**config.mk**
```make
export PLATFORM = sky130hd
export DESIGN_NAME = cond_flop_em_flat
export DESIGN_NICKNAME = d
export VERILOG_FILES = /design/src/rtl/cond_flop_em_pkg.sv /design/src/rtl/cond_flop_em_if.sv /design/src/rtl/cond_flop_em_cond_check.sv /design/src/rtl/cond_flop_em.sv /design/src/flat_wrapper.sv
export SDC_FILE = /design/constraint.sdc
export NUM_CORES = 1
export LEC_CHECK = 0
export CORE_MARGIN = 2
export CORE_UTILIZATION = 36
export DETAILED_ROUTE_END_ITERATION = 7
export PLACE_DENSITY = 0.8
export SYNTH_ARGS = -nofsm -noshare
export SYNTH_HDL_FRONTEND = slang
export SYNTH_SLANG_ARGS = --single-unit
export TNS_END_PERCENT = 30
```
**constraint.sdc**
```tcl
create_clock -name clk -period 2.36 [get_ports clk]
set_input_delay 0.472 -clock clk [delete_from_list [all_inputs] [get_ports clk]]
set_output_delay 0.472 -clock clk [all_outputs]
set_load 0.005 [all_outputs]
```
**src/rtl/cond_flop_em_pkg.sv**
```systemverilog
// Shared definitions for the execute-stage conditional-execution unit:
// ARM condition-code encodings, NZCV flag bit positions and FlagWrite bit roles.
package cond_flop_em_pkg;

  // Width of the architectural flag register {N,Z,C,V}
  localparam int NZCV_W = 4;

  // Flag bit positions inside the {N,Z,C,V} vector
  localparam int FLAG_N = 3;
  localparam int FLAG_Z = 2;
  localparam int FLAG_C = 1;
  localparam int FLAG_V = 0;

  // FlagWrite bit roles: bit1 updates N,Z; bit0 updates C,V
  localparam int FW_NZ = 1;
  localparam int FW_CV = 0;

  // ARM condition field encodings
  localparam logic [3:0] COND_EQ = 4'b0000;
  localparam logic [3:0] COND_NE = 4'b0001;
  localparam logic [3:0] COND_CS = 4'b0010;
  localparam logic [3:0] COND_CC = 4'b0011;
  localparam logic [3:0] COND_MI = 4'b0100;
  localparam logic [3:0] COND_PL = 4'b0101;
  localparam logic [3:0] COND_VS = 4'b0110;
  localparam logic [3:0] COND_VC = 4'b0111;
  localparam logic [3:0] COND_HI = 4'b1000;
  localparam logic [3:0] COND_LS = 4'b1001;
  localparam logic [3:0] COND_GE = 4'b1010;
  localparam logic [3:0] COND_LT = 4'b1011;
  localparam logic [3:0] COND_GT = 4'b1100;
  localparam logic [3:0] COND_LE = 4'b1101;
  localparam logic [3:0] COND_AL = 4'b1110;
  localparam logic [3:0] COND_NV = 4'b1111;

endpackage

```
**src/rtl/cond_flop_em_if.sv**
```systemverilog
// Execute/memory boundary bundle: stage control, ungated E-stage inputs,
// registered M-stage outputs, branch redirect and the current flags.
interface cond_flop_em_if
  import cond_flop_em_pkg::*;
#(
  parameter int DATA_W = 32,
  parameter int REG_AW = 4
);
  logic              en;
  logic              flush;
  logic              PCSrcE;
  logic              RegWriteE;
  logic              MemtoRegE;
  logic              MemWriteE;
  logic              BranchE;
  logic [1:0]        FlagWriteE;
  logic [3:0]        CondE;
  logic [NZCV_W-1:0] ALUFlagsE;
  logic [DATA_W-1:0] ALUResultE;
  logic [DATA_W-1:0] WriteDataE;
  logic [REG_AW-1:0] WA3E;
  logic              PCSrcM;
  logic              RegWriteM;
  logic              MemtoRegM;
  logic              MemWriteM;
  logic [DATA_W-1:0] ALUResultM;
  logic [DATA_W-1:0] WriteDataM;
  logic [REG_AW-1:0] WA3M;
  logic              BranchTakenE;
  logic [NZCV_W-1:0] FlagsE;

  // Upstream side: drives the execute stage and observes the memory stage
  modport master (
    output en, flush, PCSrcE, RegWriteE, MemtoRegE, MemWriteE, BranchE,
           FlagWriteE, CondE, ALUFlagsE, ALUResultE, WriteDataE, WA3E,
    input  PCSrcM, RegWriteM, MemtoRegM, MemWriteM, ALUResultM, WriteDataM,
           WA3M, BranchTakenE, FlagsE
  );

  // The conditional-execution / pipeline-register block itself
  modport slave (
    input  en, flush, PCSrcE, RegWriteE, MemtoRegE, MemWriteE, BranchE,
           FlagWriteE, CondE, ALUFlagsE, ALUResultE, WriteDataE, WA3E,
    output PCSrcM, RegWriteM, MemtoRegM, MemWriteM, ALUResultM, WriteDataM,
           WA3M, BranchTakenE, FlagsE
  );
endinterface

```
**src/rtl/cond_flop_em_cond_check.sv**
```systemverilog
// Pure combinational ARM condition evaluator: (CondE, FlagsE) -> CondExE.
// Kept stand-alone so property checks can reuse the same decode.
module cond_check
  import cond_flop_em_pkg::*;
(
  input  logic [3:0]        CondE,
  input  logic [NZCV_W-1:0] FlagsE,
  output logic              CondExE
);
  logic n_s;
  logic z_s;
  logic c_s;
  logic v_s;

  assign n_s = FlagsE[FLAG_N];
  assign z_s = FlagsE[FLAG_Z];
  assign c_s = FlagsE[FLAG_C];
  assign v_s = FlagsE[FLAG_V];

  // Decode the condition field against the current flags; 1111 never executes
  always_comb begin
    CondExE = 1'b0;
    case (CondE)
      COND_EQ: CondExE = z_s;
      COND_NE: CondExE = ~z_s;
      COND_CS: CondExE = c_s;
      COND_CC: CondExE = ~c_s;
      COND_MI: CondExE = n_s;
      COND_PL: CondExE = ~n_s;
      COND_VS: CondExE = v_s;
      COND_VC: CondExE = ~v_s;
      COND_HI: CondExE = c_s & ~z_s;
      COND_LS: CondExE = ~c_s | z_s;
      COND_GE: CondExE = (n_s == v_s);
      COND_LT: CondExE = (n_s != v_s);
      COND_GT: CondExE = ~z_s & (n_s == v_s);
      COND_LE: CondExE = z_s | (n_s != v_s);
      COND_AL: CondExE = 1'b1;
      COND_NV: CondExE = 1'b0;
      default: CondExE = 1'b0;
    endcase
  end
endmodule

```
**src/rtl/cond_flop_em.sv**
```systemverilog
// Execute-stage conditional execution fused with the E->M pipeline register.
// Holds NZCV, gates PCSrc/RegWrite/MemWrite by the evaluated condition,
// registers controls and data into M, and drives the branch redirect.
module cond_flop_em
  import cond_flop_em_pkg::*;
#(
  parameter int DATA_W = 32,
  parameter int REG_AW = 4
)
(
  input  logic          clk,
  input  logic          reset,
  cond_flop_em_if.slave bus
);
  logic              cond_ex_s;
  logic              flag_load_s;
  logic              pcsrc_g_s;
  logic              reg_write_g_s;
  logic              mem_write_g_s;
  logic [NZCV_W-1:0] flags_r;
  logic              pcsrc_r;
  logic              reg_write_r;
  logic              memto_reg_r;
  logic              mem_write_r;
  logic [DATA_W-1:0] alu_result_r;
  logic [DATA_W-1:0] write_data_r;
  logic [REG_AW-1:0] wa3_r;

  cond_check u_cond_check (
    .CondE   (bus.CondE),
    .FlagsE  (flags_r),
    .CondExE (cond_ex_s)
  );

  // Flags only move when the instruction actually executes and the stage advances
  assign flag_load_s = bus.en & ~bus.flush & cond_ex_s;

  // Suppress architectural side effects of instructions whose condition fails
  always_comb begin
    pcsrc_g_s     = bus.PCSrcE    & cond_ex_s;
    reg_write_g_s = bus.RegWriteE & cond_ex_s;
    mem_write_g_s = bus.MemWriteE & cond_ex_s;
  end

  // NZCV register: N,Z and C,V pairs update independently; flush and stall hold
  always_ff @(posedge clk or posedge reset) begin
    if (reset) begin
      flags_r <= 4'b0000;
    end else begin
      if (flag_load_s & bus.FlagWriteE[FW_NZ]) begin
        flags_r[FLAG_N] <= bus.ALUFlagsE[FLAG_N];
        flags_r[FLAG_Z] <= bus.ALUFlagsE[FLAG_Z];
      end
      if (flag_load_s & bus.FlagWriteE[FW_CV]) begin
        flags_r[FLAG_C] <= bus.ALUFlagsE[FLAG_C];
        flags_r[FLAG_V] <= bus.ALUFlagsE[FLAG_V];
      end
    end
  end

  // E->M register: flush inserts a bubble even while stalled, en=0 holds
  always_ff @(posedge clk or posedge reset) begin
    if (reset) begin
      pcsrc_r      <= 1'b0;
      reg_write_r  <= 1'b0;
      memto_reg_r  <= 1'b0;
      mem_write_r  <= 1'b0;
      alu_result_r <= {DATA_W{1'b0}};
      write_data_r <= {DATA_W{1'b0}};
      wa3_r        <= {REG_AW{1'b0}};
    end else if (bus.flush) begin
      pcsrc_r      <= 1'b0;
      reg_write_r  <= 1'b0;
      memto_reg_r  <= 1'b0;
      mem_write_r  <= 1'b0;
      alu_result_r <= {DATA_W{1'b0}};
      write_data_r <= {DATA_W{1'b0}};
      wa3_r        <= {REG_AW{1'b0}};
    end else if (bus.en) begin
      pcsrc_r      <= pcsrc_g_s;
      reg_write_r  <= reg_write_g_s;
      memto_reg_r  <= bus.MemtoRegE;
      mem_write_r  <= mem_write_g_s;
      alu_result_r <= bus.ALUResultE;
      write_data_r <= bus.WriteDataE;
      wa3_r        <= bus.WA3E;
    end else begin
      pcsrc_r      <= pcsrc_r;
      reg_write_r  <= reg_write_r;
      memto_reg_r  <= memto_reg_r;
      mem_write_r  <= mem_write_r;
      alu_result_r <= alu_result_r;
      write_data_r <= write_data_r;
      wa3_r        <= wa3_r;
    end
  end

  // Redirect is deliberately independent of en/flush to keep the hazard path acyclic
  assign bus.BranchTakenE = bus.BranchE & cond_ex_s;
  assign bus.FlagsE       = flags_r;
  assign bus.PCSrcM       = pcsrc_r;
  assign bus.RegWriteM    = reg_write_r;
  assign bus.MemtoRegM    = memto_reg_r;
  assign bus.MemWriteM    = mem_write_r;
  assign bus.ALUResultM   = alu_result_r;
  assign bus.WriteDataM   = write_data_r;
  assign bus.WA3M         = wa3_r;
endmodule

```
**src/flat_wrapper.sv**
```systemverilog
// flat-port wrapper written by rule: the top's interface ports become plain ports
module cond_flop_em_flat import cond_flop_em_pkg::*;
#(
  parameter int DATA_W = 32,
  parameter int REG_AW = 4
)
  (clk, reset, bus_en, bus_flush, bus_PCSrcE, bus_RegWriteE, bus_MemtoRegE, bus_MemWriteE, bus_BranchE, bus_FlagWriteE, bus_CondE, bus_ALUFlagsE, bus_ALUResultE, bus_WriteDataE, bus_WA3E, bus_PCSrcM, bus_RegWriteM, bus_MemtoRegM, bus_MemWriteM, bus_ALUResultM, bus_WriteDataM, bus_WA3M, bus_BranchTakenE, bus_FlagsE);
  cond_flop_em_if #(.DATA_W(DATA_W), .REG_AW(REG_AW)) bus_i ();
  input  logic clk;
  input  logic reset;
  input wire logic [$bits(bus_i.en)-1:0] bus_en;
  input wire logic [$bits(bus_i.flush)-1:0] bus_flush;
  input wire logic [$bits(bus_i.PCSrcE)-1:0] bus_PCSrcE;
  input wire logic [$bits(bus_i.RegWriteE)-1:0] bus_RegWriteE;
  input wire logic [$bits(bus_i.MemtoRegE)-1:0] bus_MemtoRegE;
  input wire logic [$bits(bus_i.MemWriteE)-1:0] bus_MemWriteE;
  input wire logic [$bits(bus_i.BranchE)-1:0] bus_BranchE;
  input wire logic [$bits(bus_i.FlagWriteE)-1:0] bus_FlagWriteE;
  input wire logic [$bits(bus_i.CondE)-1:0] bus_CondE;
  input wire logic [$bits(bus_i.ALUFlagsE)-1:0] bus_ALUFlagsE;
  input wire logic [$bits(bus_i.ALUResultE)-1:0] bus_ALUResultE;
  input wire logic [$bits(bus_i.WriteDataE)-1:0] bus_WriteDataE;
  input wire logic [$bits(bus_i.WA3E)-1:0] bus_WA3E;
  output wire logic [$bits(bus_i.PCSrcM)-1:0] bus_PCSrcM;
  output wire logic [$bits(bus_i.RegWriteM)-1:0] bus_RegWriteM;
  output wire logic [$bits(bus_i.MemtoRegM)-1:0] bus_MemtoRegM;
  output wire logic [$bits(bus_i.MemWriteM)-1:0] bus_MemWriteM;
  output wire logic [$bits(bus_i.ALUResultM)-1:0] bus_ALUResultM;
  output wire logic [$bits(bus_i.WriteDataM)-1:0] bus_WriteDataM;
  output wire logic [$bits(bus_i.WA3M)-1:0] bus_WA3M;
  output wire logic [$bits(bus_i.BranchTakenE)-1:0] bus_BranchTakenE;
  output wire logic [$bits(bus_i.FlagsE)-1:0] bus_FlagsE;
  assign bus_i.en = bus_en;
  assign bus_i.flush = bus_flush;
  assign bus_i.PCSrcE = bus_PCSrcE;
  assign bus_i.RegWriteE = bus_RegWriteE;
  assign bus_i.MemtoRegE = bus_MemtoRegE;
  assign bus_i.MemWriteE = bus_MemWriteE;
  assign bus_i.BranchE = bus_BranchE;
  assign bus_i.FlagWriteE = bus_FlagWriteE;
  assign bus_i.CondE = bus_CondE;
  assign bus_i.ALUFlagsE = bus_ALUFlagsE;
  assign bus_i.ALUResultE = bus_ALUResultE;
  assign bus_i.WriteDataE = bus_WriteDataE;
  assign bus_i.WA3E = bus_WA3E;
  assign bus_PCSrcM = bus_i.PCSrcM;
  assign bus_RegWriteM = bus_i.RegWriteM;
  assign bus_MemtoRegM = bus_i.MemtoRegM;
  assign bus_MemWriteM = bus_i.MemWriteM;
  assign bus_ALUResultM = bus_i.ALUResultM;
  assign bus_WriteDataM = bus_i.WriteDataM;
  assign bus_WA3M = bus_i.WA3M;
  assign bus_BranchTakenE = bus_i.BranchTakenE;
  assign bus_FlagsE = bus_i.FlagsE;
  cond_flop_em #(.DATA_W(DATA_W), .REG_AW(REG_AW)) u_core (.clk(clk), .reset(reset), .bus(bus_i));
endmodule
```
==> impl_results.md <==
* Sw frac at 24.0%
* IO Pins at approximately 160
* Fraction of layout cells with a size suffix above 1 at a little under an eighth
* Syn_nets at about 350
* Die Span X at 98.0 um
* First-pass GRT wire length at between 10000 and 15000 um
* Number of global-route vias before repair at roughly 2.8k
* Final worst slack at between 0.08 and 0.09 ns
* N_diodes at 0
* Placed insts at 529
* Final nets at around 520
* Synth area leader: dfrtp_1
* H-tree depth at 3
* Core Area at 8640 um^2
* Critical-path cell list: xnor2_2 > a2111oi_4 > o22ai_2 > nand2_2 > and2_4 > buf_2
* Final GP Congestion at about 0.74
* Max-slew violations at 0
* Filler cell count at a little over 700
* Worst Path Required at roughly 1.9 ns
* P per Cell Area at 658 nW/um^2
* CTS max path bufs at 2
* Layout area overhead at 66.0%
* Die ar. at just under 10000 um^2
* Final instance count without filler cells at about 550
* Latest clock arrival within the worst-skew pair at between 0.3 and 0.4 ns
* Critical Path AT at roughly 1.8 ns
* CTS Buf Count at 9
* Post-Route WL at about 8300 um
* GRT Total Usage at between 15 and 20%
* Cell internal pwr at 2.64 mW
* Post-synthesis sequential area ratio at between 50% and 60%
* CP Class: reg2out
* Number of hold violations in the final report at 0
* Power Total at between 3 and 4 mW
* Mean Syn Cell Area at ~12 um^2
* Critical Path Fanout Max at 3
* Mapped cell area at 3180 um^2
* Post-DR vias/cell at roughly 4.7
* DR WL/cell at roughly 15 um
* Yosys reg bits at 76
* Crit-path max cell delay at between 0.4 and 0.5 ns
* Worst clock skew at 0.00160 ns
* Maximum vdd drop at roughly 0.00037 V
* Netlist cell types at 23
* Hpwl dp at 5820 um
* Starting Density at between 30% and 40%
* Max_cap viols at 0
* Clock share of power at roughly 33%
* Final clock period utilization by the worst path at between 90% and 100%
* Synth top area share at roughly three fifths
* Largest net degree at the start of global routing at between 70 and 80
* DRT antenna net count at 0
* Syn. warnings at 0
* # rows at 34
* Setup violations, final at 0
* RSZ-0062 raised after global routing: no
* Min Tclk post-route at roughly 2.3 ns
* Residual DRC at 0
* CP endpoint kind: output port
* Clk sinks at 76
* FF-to-FF path depth at 6
* CTS Root Cell: clkbuf_8
* # port buffers at between 150 and 200
* P_sw at around 830 uW
* Largest cells by area after synthesis: dfrtp_1, mux2i_1, nor2_1
* Syn Inst Count at around 260
* Slew HR at a little over half
* Hold Path Class: in2async
* Startpoint Class: flop
* Die height at 98.0 um
* Pre-antenna DRT Iters at 4
* Seq pwr share at roughly 43%
* Combinational share of power at a little under a quarter
* Crit-path slowest cell: dfrtp_1
* CTS tree: yes
* Pre-CTS setup slack at -0.599 ns
* Starting DRC count in detailed routing at 65
* Clock slew at reported path FFs at 0.08 ns
* Vias post-DR at around 2.6k
* Antenna violations before repair at 0
* Peak Freq at 0.440 GHz
* Status: complete, no violations
* P_leak at around 2.4 nW
* Slew @ Worst Pin at approximately 0.7 ns
* GRT overflow at 0
-- critical path, delay by kind of cell, from the launching register on --
kind	cells	cell delay (ns)
simple gates	2	0.22
buf+inv	1	0.10
xor+xnor	1	0.17
compound gates	2	0.52
flops	1	0.45
-- final timing paths --
path / slack (ns) / endpoint / from
setup / recovery: 0.09 / bus_BranchTakenE / u_core.bus.FlagsE[1]$_DFFE_PP0P_
hold / removal: 0.45 / u_core.bus.ALUResultM[29]$_DFFE_PP0P_ / reset
setup reg to reg: 0.44 / u_core.bus.FlagsE[0]$_DFFE_PP0P_ / u_core.bus.FlagsE[1]$_DFFE_PP0P_
hold reg to reg: 0.50 / u_core.bus.PCSrcM$_DFFE_PP0P_ / u_core.bus.PCSrcM$_DFFE_PP0P_
max in group asynchronous: 1.32 / u_core.bus.ALUResultM[18]$_DFFE_PP0P_ / reset
min in group clk: 0.50 / u_core.bus.PCSrcM$_DFFE_PP0P_ / u_core.bus.PCSrcM$_DFFE_PP0P_
-- repair_timing --
item	in CTS	in global routing
hold buffers	0	0
setup endpoints to repair	1	0
setup buffers	2	0
resized for setup	22	0
-- state kept, by name, summed over array words and instances (netlist names) --
signal and flops:
u_core.bus.RegWriteM 1, u_core.bus.MemWriteM 1, u_core.bus.MemtoRegM 1, u_core.bus.ALUResultM 32, u_core.bus.WriteDataM 32, u_core.bus.PCSrcM 1, u_core.bus.FlagsE 4, u_core.bus.WA3M 4
-- synthesized netlist by cell type (all sizes together) --
cell type and instances:
a2111oi 1, a21oi 2, a32o 3, and2 1
and3b 1, buf 7, clkbuf 9, dfrtp 76
inv 1, mux2 5, mux2i 71, nand2 4
nand2b 1, nand3b 1, nor2 70, nor2b 1
o21ba 1, o22ai 2, or3b 1, or4 1
xnor2 3
-- power groups by stage --
stage	clock, mW	sequential (mW)	combinational [mW]
2_1_floorplan	0	1.51	0.295
3_3_place_gp	0	1.51	0.748
3_5_place_dp	0	1.51	0.762
4_1_cts	1.19	1.49	0.835
5_1_grt	1.26	1.51	0.884
6_report	1.16	1.49	0.823
-- logic make-up after synthesis --
group | count (synthesis) | share of synthesized area (%)
xor gates and xnor gates | 3 | 0.826
and+or+nand+nor | 81 | 10.3
AOI/OAI and AO/OA | 9 | 2.87
muxes | 76 | 24.1
buffers and inverters | 17 | 2.12
DFF | 76 | 59.7
-- cell usage in the layout, fill, tap and decap left out --
cell | Yosys | final
dlygate4sd2_1 | 0 | 1
clkdlybuf4s15_2 | 0 | 3
nand2b_1 | 1 | 1
bufinv_16 | 0 | 3
mux2_4 | 0 | 1
mux2i_1 | 71 | 71
nand2_2 | 0 | 1
buf_4 | 0 | 13
clkdlybuf4s50_1 | 0 | 156
or4_1 | 1 | 1
a21oi_2 | 2 | 2
mux2_2 | 5 | 4
buf_2 | 3 | 2
a2111oi_4 | 0 | 1
buf_12 | 0 | 2
o21ba_4 | 0 | 1
or3b_2 | 1 | 1
nand2_1 | 4 | 3
nand3b_1 | 1 | 1
dfrtp_1 | 76 | 76
and3b_2 | 0 | 1
xnor2_2 | 0 | 1
clkinv_2 | 0 | 2
and2_4 | 0 | 1
a32o_1 | 3 | 3
clkbuf_1 | 9 | 2
clkbuf_8 | 0 | 9
nor2_1 | 70 | 70
clkinvlp_4 | 0 | 1
xnor2_1 | 3 | 2
o22ai_2 | 1 | 2
nor2b_1 | 1 | 1
-- metrics by stage --
step	util [%]	instance area, um^2	setup TNS, ns	hold WS, ns
detailed placement	57.9	5000	-1.35	0.493
floorplan	-	3190	0	0.489
global route	61.2	5280	0	0.471
CTS	61.2	5280	0	0.448
finish	61.2	5280	0	0.452
global placement	57.9	5000	-1.09	0.483
-- final cells by class --
class | count | area, um^2 | share of cell area (%)
flip-flops and latches | 76 | 1900 | 36.0
clock inverters | 5 | 100 | 1.89
well taps | 108 | 135 | 2.56
inverters | 1 | 7.51 | 0.142
clock buffers | 11 | 131 | 2.49
repair buffers | 177 | 1750 | 33.2
multi-input cells | 169 | 1260 | 23.8
-- per-layer routing --
layer / part of all wire, % / routed length (um) / track usage (%) / up-vias
met5: 0 / 0 / 0 / -
met4: 0.93 / 77 / 4.49 / 0
met3: 6.9 / 566 / 5.80 / 7
met2: 48 / 3960 / 29.0 / 91
met1: 44 / 3650 / 22.5 / 1248
li1: - / - / - / 1226
Power figures use the tool's default switching activity.
